[src/rtl/soc_pkg.sv]
//==============================================================================
// Module : soc_pkg
// Brief  : Shared UART types and constants for the SOC UART slice.
// Rev    : 1.0 - initial release
//==============================================================================
`timescale 1ns/1ps
`default_nettype none

package soc_pkg;

    localparam int SOC_CLK_HZ        = 100_000_000;
    localparam int UART_BAUD         = 115_200;
    localparam int UART_CLKS_PER_BIT = SOC_CLK_HZ / UART_BAUD;
    localparam int UART_DATA_W       = 8;

    typedef enum logic [2:0] {
        IDLE   = 3'd0,
        START  = 3'd1,
        DATA   = 3'd2,
        PARITY = 3'd3,
        STOP   = 3'd4,
        BREAK  = 3'd5
    } uart_state_t;

endpackage

`default_nettype wire

[src/rtl/soc_uart_if.sv]
//==============================================================================
// Module : soc_uart_if
// Brief  : CSR-side handshake bundle for soc_uart (master = CSR, slave = UART).
// Config : SOC_UART_PARITY_EN adds rx_par_err
// Rev    : 1.0 - initial release
//==============================================================================
`timescale 1ns/1ps
`default_nettype none

interface soc_uart_if;
    import soc_pkg::*;

    logic [UART_DATA_W-1:0] tx_data;
    logic                   tx_start;
    logic                   tx_busy;
    logic [UART_DATA_W-1:0] rx_data;
    logic                   rx_valid;
    logic                   rx_ack;
    logic                   rx_frm_err;
    logic                   rx_overrun;
`ifdef SOC_UART_PARITY_EN
    logic                   rx_par_err;

    modport master (
        output tx_data, tx_start, rx_ack,
        input  tx_busy, rx_data, rx_valid, rx_frm_err, rx_overrun, rx_par_err
    );
    modport slave (
        input  tx_data, tx_start, rx_ack,
        output tx_busy, rx_data, rx_valid, rx_frm_err, rx_overrun, rx_par_err
    );
`else
    modport master (
        output tx_data, tx_start, rx_ack,
        input  tx_busy, rx_data, rx_valid, rx_frm_err, rx_overrun
    );
    modport slave (
        input  tx_data, tx_start, rx_ack,
        output tx_busy, rx_data, rx_valid, rx_frm_err, rx_overrun
    );
`endif

endinterface

`default_nettype wire

[src/rtl/soc_uart_rx.sv]
//==============================================================================
// Module : soc_uart_rx
// Brief  : UART receiver: rxd synchroniser, RX FSM and valid/error flags.
// Config : SOC_UART_PARITY_EN adds a PARITY state and rx_par_err
// Rev    : 1.0 - initial release
//==============================================================================
`timescale 1ns/1ps
`default_nettype none

module soc_uart_rx
    import soc_pkg::*;
#(
    parameter int CLKS_PER_BIT = UART_CLKS_PER_BIT,
    parameter int SYNC_STAGES  = 2
) (
    input  logic                   clk,
    input  logic                   rst,
    input  logic                   uart_rxd,
    input  logic                   rx_ack,
    output logic [UART_DATA_W-1:0] rx_data,
    output logic                   rx_valid,
    output logic                   rx_frm_err,
`ifdef SOC_UART_PARITY_EN
    output logic                   rx_par_err,
`endif
    output logic                   rx_overrun
);

    localparam int                 c_cnt_w    = $clog2(CLKS_PER_BIT);
    localparam logic [c_cnt_w-1:0] c_last     = c_cnt_w'(CLKS_PER_BIT - 1);
    localparam logic [c_cnt_w-1:0] c_half     = c_cnt_w'(CLKS_PER_BIT / 2 - 1);
    localparam logic [c_cnt_w-1:0] c_one      = c_cnt_w'(1);
    localparam logic [2:0]         c_bit_last = 3'(UART_DATA_W - 1);

    logic [SYNC_STAGES-1:0] r_sync;
    logic                   w_rxd;

    uart_state_t            r_state, w_state;
    logic [c_cnt_w-1:0]     r_cnt, w_cnt;
    logic [2:0]             r_bit, w_bit;
    logic [UART_DATA_W-1:0] r_shift, w_shift;
    logic                   w_end;
    logic                   w_stop_ok, w_stop_bad, w_par_hit, w_update;

    logic [UART_DATA_W-1:0] r_rx_data;
    logic                   r_rx_valid, r_frm_err, r_overrun;

    assign w_rxd = r_sync[SYNC_STAGES-1];
    assign w_end = (r_cnt == c_last);

    always_comb begin
        w_state    = r_state;
        w_cnt      = w_end ? '0 : r_cnt + c_one;
        w_bit      = r_bit;
        w_shift    = r_shift;
        w_stop_ok  = 1'b0;
        w_stop_bad = 1'b0;
        w_par_hit  = 1'b0;
        case (r_state)
            IDLE: begin
                w_cnt = '0;
                if (!w_rxd) w_state = START;
            end
            // Half a bit in: a line back high means the falling edge was noise.
            START: begin
                if (r_cnt == c_half) begin
                    w_cnt   = '0;
                    w_bit   = '0;
                    w_state = w_rxd ? IDLE : DATA;
                end
            end
            DATA: begin
                if (w_end) begin
                    w_shift = {w_rxd, r_shift[UART_DATA_W-1:1]};
                    w_bit   = r_bit + 3'd1;
`ifdef SOC_UART_PARITY_EN
                    if (r_bit == c_bit_last) w_state = PARITY;
`else
                    if (r_bit == c_bit_last) w_state = STOP;
`endif
                end
            end
            PARITY: begin
                if (w_end) begin
                    w_par_hit = 1'b1;
                    w_state   = STOP;
                end
            end
            STOP: begin
                if (w_end) begin
                    w_stop_ok  = w_rxd;
                    w_stop_bad = !w_rxd;
                    w_state    = w_rxd ? IDLE : BREAK;
                end
            end
            BREAK: begin
                w_cnt = '0;
                if (w_rxd) w_state = IDLE;
            end
            default: w_state = IDLE;
        endcase
    end

`ifdef SOC_UART_PARITY_EN
    logic r_par_bad, r_par_err, w_par_mis;

    assign w_par_mis  = (^r_shift) ^ w_rxd;
    assign w_update   = w_stop_ok & ~r_par_bad;
    assign rx_par_err = r_par_err;

    always_ff @(posedge clk) begin
        if (rst) begin
            r_par_bad <= 1'b0;
            r_par_err <= 1'b0;
        end else begin
            r_par_err <= w_par_hit & w_par_mis;
            if (w_par_hit) r_par_bad <= w_par_mis;
        end
    end
`else
    assign w_update = w_stop_ok;
`endif

    always_ff @(posedge clk) begin
        if (rst) begin
            r_sync  <= '1;
            r_state <= IDLE;
            r_cnt   <= '0;
            r_bit   <= '0;
            r_shift <= '0;
        end else begin
            r_sync  <= {r_sync[SYNC_STAGES-2:0], uart_rxd};
            r_state <= w_state;
            r_cnt   <= w_cnt;
            r_bit   <= w_bit;
            r_shift <= w_shift;
        end
    end

    // An ack landing on the completion cycle consumes the old byte, so no overrun.
    always_ff @(posedge clk) begin
        if (rst) begin
            r_rx_data  <= '0;
            r_rx_valid <= 1'b0;
            r_frm_err  <= 1'b0;
            r_overrun  <= 1'b0;
        end else begin
            r_frm_err <= w_stop_bad;
            r_overrun <= 1'b0;
            if (w_update) begin
                r_rx_data  <= r_shift;
                r_rx_valid <= 1'b1;
                r_overrun  <= r_rx_valid & ~rx_ack;
            end else if (rx_ack) begin
                r_rx_valid <= 1'b0;
            end
        end
    end

    assign rx_data    = r_rx_data;
    assign rx_valid   = r_rx_valid;
    assign rx_frm_err = r_frm_err;
    assign rx_overrun = r_overrun;

endmodule

`default_nettype wire

[src/rtl/soc_uart.sv]
//==============================================================================
// Module : soc_uart
// Brief  : 8N1 UART engine behind the SOC CSR block; TX inline, RX sub-module.
// Config : SOC_UART_PARITY_EN selects 8E1 framing and exposes rx_par_err
// Rev    : 1.0 - initial release
//==============================================================================
`timescale 1ns/1ps
`default_nettype none

module soc_uart
    import soc_pkg::*;
#(
    parameter int CLKS_PER_BIT = UART_CLKS_PER_BIT,
    parameter int SYNC_STAGES  = 2
) (
    input  logic       clk,
    input  logic       rst,
    soc_uart_if.slave  csr,
    output logic       uart_txd,
    input  logic       uart_rxd
);

    localparam int                 c_cnt_w    = $clog2(CLKS_PER_BIT);
    localparam logic [c_cnt_w-1:0] c_last     = c_cnt_w'(CLKS_PER_BIT - 1);
    localparam logic [c_cnt_w-1:0] c_one      = c_cnt_w'(1);
    localparam logic [2:0]         c_bit_last = 3'(UART_DATA_W - 1);

    uart_state_t            r_tx_state, w_tx_state;
    logic [c_cnt_w-1:0]     r_tx_cnt, w_tx_cnt;
    logic [2:0]             r_tx_bit, w_tx_bit;
    logic [UART_DATA_W-1:0] r_tx_shift, w_tx_shift;
    logic                   r_txd, w_txd;
    logic                   w_tx_end;
    logic                   r_tx_par, w_tx_par;

    assign w_tx_end = (r_tx_cnt == c_last);

    always_comb begin
        w_tx_state = r_tx_state;
        w_tx_cnt   = w_tx_end ? '0 : r_tx_cnt + c_one;
        w_tx_bit   = r_tx_bit;
        w_tx_shift = r_tx_shift;
        w_tx_par   = r_tx_par;
        case (r_tx_state)
            IDLE: begin
                w_tx_cnt = '0;
                if (csr.tx_start) begin
                    w_tx_state = START;
                    w_tx_shift = csr.tx_data;
                    w_tx_bit   = '0;
                    w_tx_par   = ^csr.tx_data;
                end
            end
            START: begin
                if (w_tx_end) w_tx_state = DATA;
            end
            DATA: begin
                if (w_tx_end) begin
                    w_tx_shift = r_tx_shift >> 1;
                    w_tx_bit   = r_tx_bit + 3'd1;
`ifdef SOC_UART_PARITY_EN
                    if (r_tx_bit == c_bit_last) w_tx_state = PARITY;
`else
                    if (r_tx_bit == c_bit_last) w_tx_state = STOP;
`endif
                end
            end
            PARITY: begin
                if (w_tx_end) w_tx_state = STOP;
            end
            STOP: begin
                if (w_tx_end) w_tx_state = IDLE;
            end
            default: w_tx_state = IDLE;
        endcase

        // Line level follows the next state so uart_txd comes straight off a flop.
        w_txd = 1'b1;
        case (w_tx_state)
            START:   w_txd = 1'b0;
            DATA:    w_txd = w_tx_shift[0];
            PARITY:  w_txd = w_tx_par;
            default: w_txd = 1'b1;
        endcase
    end

    always_ff @(posedge clk) begin
        if (rst) begin
            r_tx_state <= IDLE;
            r_tx_cnt   <= '0;
            r_tx_bit   <= '0;
            r_tx_shift <= '0;
            r_tx_par   <= 1'b0;
            r_txd      <= 1'b1;
        end else begin
            r_tx_state <= w_tx_state;
            r_tx_cnt   <= w_tx_cnt;
            r_tx_bit   <= w_tx_bit;
            r_tx_shift <= w_tx_shift;
            r_tx_par   <= w_tx_par;
            r_txd      <= w_txd;
        end
    end

    assign uart_txd    = r_txd;
    assign csr.tx_busy = (r_tx_state != IDLE);

    soc_uart_rx #(
        .CLKS_PER_BIT (CLKS_PER_BIT),
        .SYNC_STAGES  (SYNC_STAGES)
    ) u_rx (
        .clk        (clk),
        .rst        (rst),
        .uart_rxd   (uart_rxd),
        .rx_ack     (csr.rx_ack),
        .rx_data    (csr.rx_data),
        .rx_valid   (csr.rx_valid),
        .rx_frm_err (csr.rx_frm_err),
`ifdef SOC_UART_PARITY_EN
        .rx_par_err (csr.rx_par_err),
`endif
        .rx_overrun (csr.rx_overrun)
    );

endmodule

`default_nettype wire

[src/flat_wrapper.sv]
// flat-port wrapper written by rule: the top's interface ports become plain ports
module soc_uart_flat import soc_pkg::*;
#(
    parameter int CLKS_PER_BIT = UART_CLKS_PER_BIT,
    parameter int SYNC_STAGES  = 2
)
  (clk, rst, uart_txd, uart_rxd, csr_tx_data, csr_tx_start, csr_rx_ack, csr_tx_busy, csr_rx_data, csr_rx_valid, csr_rx_frm_err, csr_rx_overrun);
  soc_uart_if csr_i ();
  input  logic clk;
  input  logic rst;
  output logic uart_txd;
  input  logic uart_rxd;
  input wire logic [$bits(csr_i.tx_data)-1:0] csr_tx_data;
  input wire logic [$bits(csr_i.tx_start)-1:0] csr_tx_start;
  input wire logic [$bits(csr_i.rx_ack)-1:0] csr_rx_ack;
  output wire logic [$bits(csr_i.tx_busy)-1:0] csr_tx_busy;
  output wire logic [$bits(csr_i.rx_data)-1:0] csr_rx_data;
  output wire logic [$bits(csr_i.rx_valid)-1:0] csr_rx_valid;
  output wire logic [$bits(csr_i.rx_frm_err)-1:0] csr_rx_frm_err;
  output wire logic [$bits(csr_i.rx_overrun)-1:0] csr_rx_overrun;
  assign csr_i.tx_data = csr_tx_data;
  assign csr_i.tx_start = csr_tx_start;
  assign csr_i.rx_ack = csr_rx_ack;
  assign csr_tx_busy = csr_i.tx_busy;
  assign csr_rx_data = csr_i.rx_data;
  assign csr_rx_valid = csr_i.rx_valid;
  assign csr_rx_frm_err = csr_i.rx_frm_err;
  assign csr_rx_overrun = csr_i.rx_overrun;
  soc_uart #(.CLKS_PER_BIT(CLKS_PER_BIT), .SYNC_STAGES(SYNC_STAGES)) u_core (.clk(clk), .rst(rst), .csr(csr_i), .uart_txd(uart_txd), .uart_rxd(uart_rxd));
endmodule
[config.mk]
export PLATFORM = sky130hd
export DESIGN_NAME = soc_uart_flat
export DESIGN_NICKNAME = d
export VERILOG_FILES = /design/src/rtl/soc_pkg.sv /design/src/rtl/soc_uart_if.sv /design/src/rtl/soc_uart_rx.sv /design/src/rtl/soc_uart.sv /design/src/flat_wrapper.sv
export SDC_FILE = /design/constraint.sdc
export NUM_CORES = 1
export LEC_CHECK = 0
export ABC_CLOCK_PERIOD_IN_PS = 2500
export CAP_MARGIN = 40
export CORE_UTILIZATION = 56
export CTS_CLUSTER_SIZE = 10
export DETAILED_ROUTE_END_ITERATION = 16
export GPL_TIMING_DRIVEN = 0
export PLACE_DENSITY = 0.88
export SLEW_MARGIN = 15
export SYNTH_ARGS = -nofsm -noshare
export SYNTH_HDL_FRONTEND = slang
export SYNTH_SLANG_ARGS = --single-unit
[constraint.sdc]
create_clock -name clk -period 2.5 [get_ports clk]
set_clock_uncertainty 0.1 [all_clocks]
set_input_delay 0.375 -clock clk [delete_from_list [all_inputs] [get_ports clk]]
set_output_delay 0.375 -clock clk [all_outputs]
set_load 0.02 [all_outputs]
# Yosys cells after proc, flatten, opt, wreduce, memory -nomap -nowiden
# Index checks and enable logic that the tools add are counted.
# totals
ff_bits,63
input_bits,13
output_inout_bits,13
# classes
add_sub_neg,4
eq_ne,26
n_mux,36
bitwise,5
reduce_logical,16
# ops
op,n
$mux 3,18
$add 10x1->10 const B,2
$eq 10x10->1 const B,2
$mux 10,2
$pmux 10 s2,1
$eq 3x2->1 const B,6
$pmux 3 s6,1
$mux 8,2
$ne 2x2->1 const B,8
$pmux 8 s2,1
$eq 3x3->1 const B,5
$pmux 3 s5,1
$pmux 3 s2,2
$eq 10x9->1 const B,1
$eq 3x1->1 const B,3
$reduce_xor 8->1,1
$reduce_and 7->1,1
$add 3x1->3 const B,2
$logic_not 3->1,2
$mux 1,6
$reduce_and 3->1,2
$reduce_bool 2->1,3
$reduce_or 3->1,2
$not 1->1,4
other kinds (8),9

# Longest topological paths before layout
# Gate-level depths: netlist of the first run.
# logic_depth
word_depth,6
ltp_mapped,7

# Cells and area by module
# A second synthesis of the first run with hierarchy kept.
# unflattened
cells_unflattened,303
hier_area_um2,2851.5
# by_module_without_submodules
mod,n_inst,cells_per_inst,area_each_um2,seq_area_each_um2
soc_uart_rx,1,167,1635.3,740.7
soc_uart,1,136,1216.2,520.5

# Worst setup path before layout of the first run
# No wires, ideal clock.
# synth_path
kind,register to register
from,reg u_core.r_tx_cnt[0]
to,"reg u_core.r_txd, in the netlist u_core.uart_txd"
arrival_ns,1.908
required_ns,2.278
slack_ns,0.370
path_stages_with_launch,8
cell_sequence,dfxtp_1 -> ha_1 -> or4b_4 -> or3_1 -> buf_2 -> o41ai_2 -> a21bo_1 -> nand3_1
# synth_via
elab_chain_len,5
# synth_rtl
item,line,text
"start, declared",soc_uart.sv:29,"logic [c_cnt_w-1:0] r_tx_cnt, w_tx_cnt;"
"start signal, assigned",soc_uart.sv:97,r_tx_cnt <= w_tx_cnt;
$eq 10x10->1 (*),soc_uart.sv:36,assign w_tx_end = (r_tx_cnt == c_last);
"$mux 3, on equally long branches",--,
$pmux 3 s5,soc_uart.sv:44,case (r_tx_state)
$eq 3x2->1 or $eq 3x1->1 (tied branches),soc_uart.sv:79,case (w_tx_state)
$pmux 1 s3 (*),soc_uart.sv:79,
"end signal, assigned",soc_uart.sv:101,r_txd <= w_txd;
"end, declared",soc_uart.sv:32,"logic r_txd, w_txd;"
# Every way passes the cells marked *; elsewhere a longest branch is shown, timed or not. The select of a mux whose other input is x is not followed.
# A chain may end at the register's enable or synchronous reset.

# Final worst setup path of the first run
# layout_path
from,reg u_core.u_rx.r_cnt[8]
to,"reg u_core.u_rx.r_rx_data[0], in the netlist u_core.u_rx.rx_data[0]"
# layout_via
elab_chain_len,3
# layout_rtl
item,line,text
"start, declared",soc_uart_rx.sv:39,"logic [c_cnt_w-1:0] r_cnt, w_cnt;"
"start signal, assigned",soc_uart_rx.sv:134,r_cnt <= w_cnt;
$eq 10x10->1,soc_uart_rx.sv:49,assign w_end = (r_cnt == c_last);
$mux 1,soc_uart_rx.sv:90,if (w_end) begin
$mux 1,soc_uart_rx.sv:59,case (r_state)
"end signal, assigned",soc_uart_rx.sv:151,r_rx_data <= r_shift;
"end, declared",soc_uart_rx.sv:45,logic [UART_DATA_W-1:0] r_rx_data;
# Every way passes these cells.

==> results.yml, run 1 <==
route:
  drt_wl_total_mm: 5.50
  first_pass_iters: 4
  wl_per_cell_um: 13.5
  vias_per_cell: 5.30
  antenna_left: 0
  drtIter0Drc: 110
  vias: 2158
  drc: 0
hold_path:
  min_from: "u_core.u_rx.r_sync[0]"
  holdPathStages: 1
  whs_endpoint: "u_core.u_rx.r_sync[1]"
  min_path_type: "flop to flop"
critical_path:
  cp.arrival_ns: 2.42
  r2r-end: "u_core.u_rx.rx_data[0]"
  reg2reg_depth: 5
  cp.required_ns: 2.60
  critPathLaunchType: "flop"
  reg2reg_from: "u_core.u_rx.r_cnt[8]"
  crit_path_end_kind: "flop"
  rrSetupSlack_ns: 0.18
  criticalPathCategory: "flop to flop"
  worstPathMaxFanout: 10
global_routing:
  antenna_found_initial: 0
  grt_max_degree: 11
  grt_pass1_wl_mm: 9.11
  grt_pass1_vias: 2056
  overflow: 0
  grt_use_total_pct: 22.8
clock_network:
  cts_num_sinks: 63
  htree_levels: 3
  post-cts-setup-buffers: 0
  cts_tree: "built"
  root_buffer: "clkbuf_8"
  clk_latency_ns: 0.34
  cts.hold.buffers_added: 0
  clk_pin_slew_ns: 0.06
  clock_path_buffers: 2
  cts_buffers: 9
  cts_resized: 0
run:
  cap_viol_max_count: 0
sta:
  fin_crit_sh_pct: 92.7
  fin_hold_ws_ns: 0.324
  hold_viol: 0
  relSlewSlack_pct: 51.9
  maxSlewViolCount: 0
  setup_viol: 0
  worst_pin_slew_ns: 0.720
  rsz0062_at_grt: "no"
  period_needed_ns: 2.32
  fin_ws_ns: 0.181
  finalSetupTns_ns: 0
  max_clock_freq_mhz: 431
cells_and_area:
  area_growth_pct: 19.7
  final_common_cell: "dfxtp_1"
  num_antenna_cells: 0
  fin_util_pct: 70.2
  instances_no_fill: 407
  drive_gt1_share_pct: 9.71
  nNetsFinal: 355
  layout_common_cells: "dfxtp_1 (63), nor2_1 (52), clkdlybuf4s50_1 (24), nand2_1 (22), mux2i_1 (21)"
floorplanning:
  die_h_um: 72.6
  die_w_um: 72.6
  coreArea_sq_um: 4750
  rows: 25
  ioPinCount: 26
  die_area_sq_um: 5270
  start_util_pct: 58.7
synth:
  yosysSeqAreaShare_pct: 45.2
  async_reset_ff_share_pct: 0
  synthFlopType: "dfxtp_1"
  synth_edf_count: 0
  synth_nets: 320
  synth_seq_cells: 63
  synth_cells: 300
  syn_area_per_cell_sq_um: 9.30
  synth.cell_area_sq_um: 2790
  yosys_warnings: 0
  synth_cell_types: 45
placement:
  io_buffer_count: 24
  post-dp-hpwl_mm: 3.81
  pre_cts_ws_ns: 0.0321
  gp_congestion: 0.841
  dp_cells: 391
outcome:
  status: "finished clean"
pwr:
  irDropWorstVdd_mv: 0.419
  p_leak_nw: 1.28
  p_per_area_nw_per_um2: 647
-- power breakdown --
part / switching [mW] / internal [mW] / leakage [nW] / total [mW]
Clock: 0.373 / 0.539 / 0.109 / 0.912
Combinational: 0.112 / 0.0944 / 0.664 / 0.207
Sequential: 0.0140 / 1.03 / 0.510 / 1.04
-- synthesized netlist by cell type (2+ instances only) --
library cell | instances | area (sq um)
xor2_1 | 9 | 78.8
o21ai_0 | 2 | 10.0
nand3_1 | 10 | 50.1
a211oi_1 | 2 | 15.0
o211ai_1 | 2 | 15.0
nand2_1 | 22 | 82.6
mux2i_1 | 22 | 220
xnor2_1 | 14 | 123
nor3b_1 | 3 | 22.5
nor3_1 | 7 | 35.0
or3b_2 | 2 | 17.5
inv_1 | 6 | 22.5
buf_2 | 3 | 15.0
and3_1 | 2 | 12.5
nand3b_1 | 2 | 15.0
nor2_1 | 52 | 195
clkbuf_1 | 11 | 41.3
nand4_1 | 3 | 18.8
a21oi_1 | 14 | 70.1
or2_2 | 3 | 18.8
dfxtp_1 | 63 | 1260
nor2b_1 | 2 | 12.5
nor4_1 | 2 | 12.5
nor4b_2 | 2 | 30.0
a22oi_1 | 7 | 52.6
ha_1 | 7 | 87.6
nand2b_1 | 8 | 50.1
-- cells by family (layout without fill, tap and decap cells) --
family | Yosys count | after routing | share of synthesized area, %
and+or+nand+nor | 125 | 125 | 22.3
AOI/OAI and AO/OA | 39 | 39 | 11.0
adders and majority gates | 7 | 7 | 3.14
xor gates and xnor gates | 23 | 23 | 7.22
buffers and inverters | 20 | 60 | 2.83
muxes | 23 | 23 | 8.30
DFF | 63 | 63 | 45.2
-- final cells by class --
class                   count  area, sq um
clock buffers              13          169
plain buffers              14         58.8
repair buffers             24          240
clock inverters             3         40.0
well taps                  67         83.8
fillers                   389         1420
inverters                   6         22.5
multi-input cells         217         1460
flip-flops and latches     63         1260
-- state kept, by name, indices dropped and copies added (netlist names), 2 cells and up --
name                 cells
u_core.u_rx.r_shift      8
u_core.u_rx.r_cnt       10
u_core.u_rx.r_sync       2
u_core.r_tx_cnt         10
u_core.u_rx.rx_data      8
u_core.r_tx_shift        8
u_core.r_tx_bit          3
u_core.u_rx.r_bit        3
u_core.u_rx.r_state      3
u_core.r_tx_state        3
-- per-stage QoR --
stage,cell area (sq um),power (mW)
5_1_grt,3340,2.24
4_1_cts,3320,2.17
3_5_place_dp,3110,1.27
2_1_floorplan,2790,1.21
6_report,3340,2.16
3_3_place_gp,3110,1.27
-- routing by layer --
layer	global-route usage [%]	part of all wire, %
met3	5.94	4.0
met4	9.80	0.95
met1	27.5	47
met2	38.2	48
met5	0	0
-- how the worst max path moves through the flow --
stage / slack [ns] / to / start / cells past startpoint
global route: 0.03 / u_core.r_tx_bit[0] / u_core.r_tx_cnt[0] / 7
finish: 0.18 / u_core.u_rx.rx_data[0] / u_core.u_rx.r_cnt[8] / 5
detailed placement: 0.03 / u_core.uart_txd / csr_tx_start / 6
global placement: 0.09 / u_core.uart_txd / csr_tx_start / 6
floorplan: 0.37 / u_core.uart_txd / u_core.r_tx_cnt[0] / 7
CTS: 0.07 / u_core.r_tx_bit[0] / u_core.r_tx_cnt[0] / 7
-- critical path: stages (launching register included) --
cell     delay, ns
dfxtp_1       0.37
or3b_2        0.54
nor4_1        0.39
nand2_1       0.43
mux2i_1       0.29
nor2_1        0.07
Power figures use the tool's default switching activity.
==> run 2, diff against run 1 <==
- GPL_TIMING_DRIVEN: 0 -> unset
==> results.yml, run 2 (synthesized netlist as in run 1, its figures left out) <==
outcome:
  status: "finished clean"
sta:
  max_clock_freq_mhz: 436
  worst_pin_slew_ns: 0.545
  relSlewSlack_pct: 63.3
  setup_viol: 0
  hold_viol: 0
  period_needed_ns: 2.30
  rsz0062_at_grt: "no"
  fin_crit_sh_pct: 91.8
  maxSlewViolCount: 0
  finalSetupTns_ns: 0
clock_network:
  cts_buffers: 9
  clk_latency_ns: 0.34
  cts_tree: "built"
  clk_pin_slew_ns: 0.06
  cts_num_sinks: 63
  htree_levels: 3
  post-cts-setup-buffers: 0
  root_buffer: "clkbuf_8"
  cts_resized: 0
  clock_path_buffers: 2
  cts.hold.buffers_added: 0
cells_and_area:
  instances_no_fill: 399
  nNetsFinal: 347
  area_growth_pct: 17.4
  layout_common_cells: "dfxtp_1 (63), nor2_1 (52), clkdlybuf4s50_1 (25), nand2_1 (22), mux2i_1 (22)"
  drive_gt1_share_pct: 9.04
  final_common_cell: "dfxtp_1"
  num-fill-cells: 382
  num_antenna_cells: 0
  reg_top3: "u_core.r_tx_cnt (10), u_core.u_rx.r_cnt (10)"
critical_path:
  cp_cell_sequence: "ha_1, or4b_4, or3_1, o41ai_2, a21bo_1, nand3_1"
  crit_family: "simple AND/OR/NAND/NOR gates"
  critical_path_buf_inv_count: 0
  criticalPathCategory: "flop to flop"
  cp.required_ns: 2.62
  max_stage_delay_ns: 0.50
  cp.arrival_ns: 2.42
  worstPathMaxFanout: 5
  crit_path_end_kind: "flop"
  critPathSlowestCell: "or4b_4"
  critPathLaunchType: "flop"
pwr:
  p_sw_uw: 466
  p_comb_share_pct: 9.5
  p_leak_nw: 1.26
  p_per_area_nw_per_um2: 612
  p_seq_share_pct: 52.5
  p_int_mw: 1.54
  p_sw_share_pct: 23.2
  p_clk_share_pct: 37.9
  irDropWorstVdd_mv: 0.377
floorplanning:
  die_w_um: 72.6
  die_area_sq_um: 5270
  die_h_um: 72.6
  rows: 25
  coreArea_sq_um: 4750
  start_util_pct: 58.7
  ioPinCount: 26
route:
  drtIter0Drc: 171
  drt_wl_total_mm: 5.20
  first_pass_iters: 4
  wl_per_cell_um: 13.0
  vias: 2177
  vias_per_cell: 5.46
  antenna_left: 0
  drc: 0
global_routing:
  grt_max_degree: 25
  grt_pass1_vias: 2038
  grt_use_total_pct: 21.7
  use_met3_pct: 4.70
  antenna_found_initial: 0
  overflow: 0
  grt_util_met2_pct: 36.7
  busiest_layer: "met2"
  grt_pass1_wl_mm: 8.69
  gr-usage-met1_pct: 25.7
run:
  cap_viol_max_count: 0
hold_path:
  min_path_type: "flop to flop"
placement:
  io_buffer_count: 25
  post-dp-hpwl_mm: 3.56
  gp_congestion: 0.834
  dp_cells: 383
## run 2: cell count changes in the layout (fill, tap and decap cells not counted), sizes merged
cell,delta
buf,+2
clkdlybuf4s50,+1
clkbuf,-8
bufinv,-1
clkinv,-2
## run 2: cell type report
| type | count | area (sq um) | share of cell area [%] |
|---|---|---|---|
| timing repair buffer | 30 | 288 | 8.79 |
| inverter | 6 | 22.5 | 0.688 |
| tap | 67 | 83.8 | 2.56 |
| multi-input combinational | 217 | 1450 | 44.2 |
| clock buffer | 16 | 170 | 5.20 |
| sequential | 63 | 1260 | 38.5 |
## run 2: worst paths after layout
path | start | to | slack [ns] | cells past startpoint
worst max register to register | u_core.r_tx_cnt[0] | u_core.uart_txd | 0.20 | 6
worst min-delay path | u_core.r_tx_shift[6] | u_core.r_tx_shift[6] | 0.35 | 2
worst min register to register | u_core.r_tx_shift[6] | u_core.r_tx_shift[6] | 0.35 | 2
worst max-delay path | u_core.r_tx_cnt[0] | u_core.uart_txd | 0.20 | 6
## run 2: power groups by stage
stage	Clock [mW]	Sequential (mW)	Combinational, mW
after global routing	0.818	1.06	0.210
after floorplan	0	1.06	0.149
final	0.760	1.05	0.191
after detailed placement	0	1.07	0.190
after CTS	0.773	1.05	0.192
after global placement	0	1.07	0.185
## run 2: tightest hold or removal path, delay by kind of cell (launching register included)
kind | cells | cell delay (ns)
simple gates | 1 | 0.05
compound gates | 1 | 0.05
flops | 1 | 0.31
## run 2: metal layers
| metal | part of all wire (%) | vias up |
|---|---|---|
| li1 | - | 1089 |
| met4 | 2.0 | 0 |
| met2 | 49 | 44 |
| met1 | 45 | 1032 |
| met3 | 4.1 | 12 |
| met5 | 0 | - |
## run 2: per-stage QoR
| stage | instance area (sq um) | util (%) | hold slack [ns] | power (mW) | setup slack (ns) |
|---|---|---|---|---|---|
| floorplan | 2790 | - | 0.289 | 1.21 | 0.370 |
| global placement | 3100 | 65.3 | 0.293 | 1.26 | 0.315 |
| detailed placement | 3100 | 65.3 | 0.301 | 1.26 | 0.228 |
| CTS | 3270 | 68.9 | 0.347 | 2.02 | 0.211 |
| global route | 3270 | 68.9 | 0.360 | 2.08 | 0.0835 |
| finish | 3270 | 68.9 | 0.354 | 2.00 | 0.204 |
